[src/rtl/fetch_ctrl_pkg.sv]
// Shared types and constants for the instruction fetch controller.
// FETCH_CTRL_ALIGN_CHECK_EN selects word-aligning of redirect targets.
package fetch_ctrl_pkg;

   typedef enum logic [1:0] {
      IDLE   = 2'd0,
      FETCH  = 2'd1,
      HOLD   = 2'd2,
      SQUASH = 2'd3
   } state_t;

   localparam logic [31:0] OFFSET_DEFAULT = 32'h0000_3000;
   localparam int          FETCH_DEPTH    = 2;

   typedef struct packed {
      logic [31:0] pc;
      logic [31:0] instr;
   } entry_t;

   function automatic logic [31:0] redir_target(input logic [31:0] target);
`ifdef FETCH_CTRL_ALIGN_CHECK_EN
      return target & ~32'h3;
`else
      return target;
`endif
   endfunction

endpackage

[src/rtl/fetch_buf.sv]
// Small circular FIFO of {pc, instr} pairs; head is read straight from registers.
// Flush wins over push and pop in the same cycle.
module fetch_buf
   import fetch_ctrl_pkg::*;
#(
   parameter int DEPTH = FETCH_DEPTH
) (
   input  logic                         clk,
   input  logic                         rst,
   input  logic                         push,
   input  logic [31:0]                  push_pc,
   input  logic [31:0]                  push_instr,
   input  logic                         pop,
   input  logic                         flush,
   output logic [31:0]                  head_pc,
   output logic [31:0]                  head_instr,
   output logic [$clog2(DEPTH+1)-1:0]   count
);

   localparam int PW = (DEPTH > 1) ? $clog2(DEPTH) : 1;
   localparam int CW = $clog2(DEPTH + 1);

   entry_t        mem [DEPTH];
   logic [PW-1:0] rd_ptr;
   logic [PW-1:0] wr_ptr;
   logic [CW-1:0] cnt;

   function automatic logic [PW-1:0] bump(input logic [PW-1:0] p);
      return (p == PW'(DEPTH - 1)) ? '0 : p + PW'(1);
   endfunction

   always_ff @(posedge clk or posedge rst) begin
      if (rst) begin
         rd_ptr <= '0;
         wr_ptr <= '0;
         cnt    <= '0;
      end else if (flush) begin
         rd_ptr <= '0;
         wr_ptr <= '0;
         cnt    <= '0;
      end else begin
         if (push) wr_ptr <= bump(wr_ptr);
         if (pop)  rd_ptr <= bump(rd_ptr);
         if (push && !pop)
            cnt <= cnt + CW'(1);
         else if (pop && !push)
            cnt <= cnt - CW'(1);
      end
   end

   // Storage needs no reset: nothing reads an entry before it is written.
   always_ff @(posedge clk) begin
      if (push && !flush)
         mem[wr_ptr] <= '{pc: push_pc, instr: push_instr};
   end

   assign head_pc    = mem[rd_ptr].pc;
   assign head_instr = mem[rd_ptr].instr;
   assign count      = cnt;

endmodule

[src/rtl/fetch_ctrl.sv]
// Instruction fetch controller: PC sequencing, redirect/squash handling, 2-entry fetch buffer.
// Define FETCH_CTRL_ALIGN_CHECK_EN to flag and word-align misaligned redirect targets.
module fetch_ctrl
   import fetch_ctrl_pkg::*;
#(
   parameter logic [31:0] OFFSET = OFFSET_DEFAULT,
   parameter int          DEPTH  = FETCH_DEPTH
) (
   input  logic        clk,
   input  logic        reset,
   output logic        mem_req,
   output logic [31:0] mem_addr,
   input  logic        mem_ack,
   input  logic [31:0] mem_rdata,
   input  logic        redir_valid,
   input  logic [31:0] redir_pc,
   output logic        instr_valid,
   output logic [31:0] instr,
   output logic [31:0] instr_pc,
   input  logic        instr_ready,
   output logic        align_err
);

   localparam int CW = $clog2(DEPTH + 1);

   state_t        state;
   state_t        state_nxt;
   logic [31:0]   pc;
   logic [31:0]   pc_nxt;
   logic          push;
   logic          pop;
   logic          flush;
   logic [CW-1:0] count;
   logic [CW:0]   occ_after;

   always_ff @(posedge clk or posedge reset) begin
      if (reset) begin
         state <= IDLE;
         pc    <= OFFSET;
      end else begin
         state <= state_nxt;
         pc    <= pc_nxt;
      end
   end

   always_comb begin
      state_nxt = state;
      pc_nxt    = pc;
      push      = 1'b0;
      flush     = 1'b0;
      mem_req   = 1'b0;
      // A redirect voids any dequeue in the same cycle.
      pop       = instr_valid && instr_ready && !redir_valid;
      occ_after = {1'b0, count} + (CW+1)'(1) - (CW+1)'(pop);

      case (state)
         IDLE: begin
            state_nxt = FETCH;
            if (redir_valid) begin
               flush  = 1'b1;
               pc_nxt = redir_target(redir_pc);
            end
         end
         FETCH: begin
            mem_req = 1'b1;
            if (redir_valid) begin
               flush     = 1'b1;
               pc_nxt    = redir_target(redir_pc);
               state_nxt = mem_ack ? FETCH : SQUASH;
            end else if (mem_ack) begin
               push      = 1'b1;
               pc_nxt    = pc + 32'd4;
               state_nxt = (occ_after == (CW+1)'(DEPTH)) ? HOLD : FETCH;
            end
         end
         HOLD: begin
            if (redir_valid) begin
               flush     = 1'b1;
               pc_nxt    = redir_target(redir_pc);
               state_nxt = FETCH;
            end else if (pop || (count < CW'(DEPTH))) begin
               state_nxt = FETCH;
            end
         end
         SQUASH: begin
            mem_req = 1'b1;
            if (redir_valid) begin
               flush  = 1'b1;
               pc_nxt = redir_target(redir_pc);
               // An ack arriving with the new redirect is still the stale response.
               if (mem_ack) state_nxt = FETCH;
            end else if (mem_ack) begin
               state_nxt = FETCH;
            end
         end
         default: state_nxt = IDLE;
      endcase
   end

   fetch_buf #(
      .DEPTH (DEPTH)
   ) u_buf (
      .clk        (clk),
      .rst        (reset),
      .push       (push),
      .push_pc    (pc),
      .push_instr (mem_rdata),
      .pop        (pop),
      .flush      (flush),
      .head_pc    (instr_pc),
      .head_instr (instr),
      .count      (count)
   );

   assign mem_addr    = pc;
   assign instr_valid = (count != '0);

`ifdef FETCH_CTRL_ALIGN_CHECK_EN
   logic align_err_q;

   always_ff @(posedge clk or posedge reset) begin
      if (reset)
         align_err_q <= 1'b0;
      else
         align_err_q <= redir_valid && (redir_pc[1:0] != 2'b00);
   end

   assign align_err = align_err_q;
`else
   assign align_err = 1'b0;
`endif

endmodule

[config.mk]
export PLATFORM = sky130hd
export DESIGN_NAME = fetch_ctrl
export DESIGN_NICKNAME = d
export VERILOG_FILES = /design/src/rtl/fetch_ctrl_pkg.sv /design/src/rtl/fetch_buf.sv /design/src/rtl/fetch_ctrl.sv
export SDC_FILE = /design/constraint.sdc
export NUM_CORES = 1
export LEC_CHECK = 0
export ABC_AREA = 1
export BUFFER_PORTS_ARGS = -buffer_cell sky130_fd_sc_hd__buf_2
export CAP_MARGIN = 20
export CORE_ASPECT_RATIO = 0.6
export CORE_MARGIN = 2
export CORE_UTILIZATION = 40
export CTS_BUF_LIST = sky130_fd_sc_hd__clkbuf_16
export DETAILED_ROUTE_END_ITERATION = 10
export RECOVER_POWER = 50
export SYNTH_ARGS = -nofsm -noshare
export SYNTH_HDL_FRONTEND = slang
export SYNTH_SLANG_ARGS = --single-unit
[constraint.sdc]
create_clock -name clk -period 3.75 [get_ports clk]
set_input_delay 0.375 -clock clk [delete_from_list [all_inputs] [get_ports clk]]
set_output_delay 0.375 -clock clk [all_outputs]
set_load 0.05 [all_outputs]
==> reports/metrics.csv <==
stage,metric,value,unit
pwr,p_leak,3.61,nW
final_layout,area_growth,20.8,%
synthesis,async_flop_share,22.9,%
drt,drtIter0Drc,323,
worst_setup_path,cp_data_required_time,3830,ps
min_path,hp-start,mem_rdata[9],
timing,fmax,347,MHz
floorplan,num_io_pins,168,
floorplan,placeableCoreArea,18200,um2
floorplan,die_area,19900,um2
grt,grt_usage,18.1,%
worst_setup_path,crit_buf_inv,3,
worst_setup_path,reg2reg_setup_slack,870,ps
final_layout,drive_above_1_share,28.2,%
clocking,post_cts_buffers,0,
final_layout,multi_input_area,2350,um2
synthesis,synthAdderAreaFrac,0.501,%
worst_setup_path,timing.critical_path.from,state[0]$_DFFE_PP0P_,
drt,viasPerCell,4.84,
worst_setup_path,rr_worst_depth,7,
clocking,ctsLongestPathBuffers,2,
timing,fin_hold_ws,136,ps
pwr,p_total,7.74,mW
clocking,h-tree-depth,4,
grt,first_global_vias,4993,
floorplan,start_util,41.2,%
pwr,p_per_area,854,nW/um2
worst_setup_path,reg2reg_from,state[0]$_DFFE_PP0P_,
pwr,ir_worst_vdd,0.411,mV
worst_setup_path,critPathCaptureType,register,
synthesis,synth-seq-cells,166,
worst_setup_path,r2r-end,u_buf.mem[0][1]$_DFFE_PP_,
synthesis,syn_nets,735,
synthesis,muxShareOfSynthArea,9.61,%
synthesis,ys.flop_type,edfxtp_1,
floorplan,num_rows,38,
final_layout,fin_cells,1085,
worst_setup_path,crit_arrival,2960,ps
synthesis,synth_compound_area_share,4.36,%
place,numPortBuffers,166,
synthesis,synth.distinct_cells,37,
grt,grt.overflow.total,0,
synthesis,synth_warnings,0,
worst_setup_path,cp_top_family,simple AND/OR/NAND/NOR gates,
synthesis,synth_top_family_by_area,simple AND/OR/NAND/NOR gates,
grt,antenna_found_initial,0,
grt,grtUsageMet2,25.7,%
worst_setup_path,worstSetupEndpoint,u_buf.mem[0][1]$_DFFE_PP_,
final_layout,area.sequential,4800,um2
grt,grt.busiest_layer,met1,
final_layout,fill_cells,1712,
timing,clock_skew,8.36,ps
synthesis,synthXorXnorAreaFrac,0.234,%
worst_setup_path,cp-start-kind,register,
drt,vias,5246,
timing,setup_tns,0,ps
place,hpwlAfterDp,12.0,mm
synthesis,ys_seq_area_share,64.0,%
synthesis,synth_area,7500,um2
synthesis,synth_cells,663,
timing,slew_viol_final,39,
grt,global_route.usage.met3,4.50,%
drt,wl,17.3,mm
worst_setup_path,cpMostUsedCell,inv_1,
floorplan,die_w,181,um
synthesis,synth.avg_cell_area,11.3,um2
timing,setup_violations,0,
timing,tightest_slew,2270,ps
status,status,"complete, but fails checks",
grt,grt_pass1_wl,27.6,mm
final_layout,num_antenna_cells,0,
worst_setup_path,cp_num_cells,7,
final_layout,layout.nets,904,
clocking,hold_buffers,0,
clocking,clock_latency,420,ps
timing,fin_crit,2880,ps
timing,slew_headroom,-51.2,%
drt,drc,0,
clocking,ctsRootBufferMaster,clkbuf_16,
synthesis,synth_enable_flop_cells,128,
grt,use_met1,27.8,%
flow_run,cap_violations,1,
clocking,cts.repair.resized,0,
worst_setup_path,worstPathMaxFanout,29,
worst_setup_path,cp_slowest_stage_delay,1060,ps
drt,routedWlPerCell,15.9,um
place,gp_congestion,0.889,
clocking,clock_sinks,166,
min_path,hold_class,in -> reg,
worst_setup_path,cp_cell_sequence,inv_1 -> nor2_4 -> nand2_1 -> nor2_2 -> inv_1 -> nor2_1 -> buf_4,
floorplan,die_y,110,um
grt,grt_max_degree,67,
synthesis,yosys.area_share.simple,16.6,%
worst_setup_path,slowest_stage,nor2_1,
drt,drtPass1Iterations,5,
clocking,numCtsBuffers,17,
worst_setup_path,path_class,reg -> reg,
timing,hold_viol,0,
place,dpl.cell_count,1053,
timing,rsz0062_at_grt,false,
clocking,cts_tree,yes,
status,violations,"capacitance limit, slew limit",
timing,fin_crit_sh,76.8,%
drt,ant_nets,0,
clocking,clkTransAtPathRegs,70,ps
## cells in the final DEF (no fill, tap or decap), types with 3 or more instances in the layout
master	count
inv_2	3
clkinv_8	5
inv_8	3
o21bai_1	3
mux2_2	64
buf_4	4
or2_1	3
clkbuf_16	17
clkinv_4	4
a21oi_1	18
nand4_1	5
or2_2	4
o21ai_1	3
ha_1	3
edfxtp_1	128
clkbuf_1	52
buf_2	115
nor2_1	49
o21ai_0	33
nand2_1	172
nand3_1	37
nor2_4	5
nand2_2	4
nor2_2	5
inv_1	52
dfrtp_1	35
## logic make-up after synthesis
family | Yosys count
mux | 64
xor+xnor | 2
fa+ha+maj | 3
flops | 166
compound gates | 61
other cells | 1
buf+inv | 76
simple gates | 290
## cells in the mapped netlist, drive strengths merged (2+ instances only)
cell / number / area share (%)
dfrtp: 36 / 12
mux2: 64 / 9.6
o211ai: 3 / 0.37
ha: 3 / 0.50
nor2: 59 / 3.5
buf: 19 / 1.8
a21oi: 18 / 1.2
edfxtp: 128 / 51
or2: 9 / 0.75
o21ai: 36 / 2.4
inv: 55 / 2.8
nand4: 5 / 0.42
o21bai: 3 / 0.30
nand2: 177 / 9.1
dfstp: 2 / 0.70
nand3: 37 / 2.5
clkbuf: 2 / 0.12
## layer usage
metal / share of wire, % / vias up
li1: - / 2598
met3: 6.9 / 10
met4: 0.79 / 0
met5: 0 / -
met1: 52 / 2459
met2: 41 / 179
## through the flow
step                setup WS [ps]  cell area (um2)  util (%)
CTS                          1170             9140      50.2
global route                  542             9060      49.7
global placement             1570             8540      46.9
detailed placement           1550             8540      46.9
floorplan                     821             7500         -
finish                        869             9060      49.7
## worst min-delay path by stage
stage | end | depth (start not counted)
2_1_floorplan | u_buf.mem[0][0]$_DFFE_PP_ | 0
3_3_place_gp | u_buf.mem[1][32]$_DFFE_PP_ | 0
3_5_place_dp | u_buf.mem[1][32]$_DFFE_PP_ | 0
4_1_cts | mem_addr[1]$_DFFE_PP0P_ | 3
5_1_grt | u_buf.mem[0][28]$_DFFE_PP_ | 1
6_report | u_buf.mem[1][9]$_DFFE_PP_ | 1
## report_power, final
part	total [mW]	switching, mW	leakage (nW)	internal (mW)
clock network	1.69	0.797	0.285	0.891
registers	3.00	0.549	1.60	2.45
logic	3.05	2.30	1.72	0.751
total	7.74	3.64	3.61	4.10
## final cells by class
class	instances	area share [%]
repair buffers	171	8.84
multi-input cells	421	26.0
clock buffers	17	4.70
clock inverters	15	1.88
inverters	55	2.28
flip-flops and latches	166	53.0
well taps	240	3.32
## sequential cells by signal (all words and copies together), names as in the netlist
name	cells
u_buf.rd_ptr	1
u_buf.mem	128
u_buf.wr_ptr	1
mem_addr	32
u_buf.count	2
state	2
No activity file was read; power rests on OpenSTA's default activity.
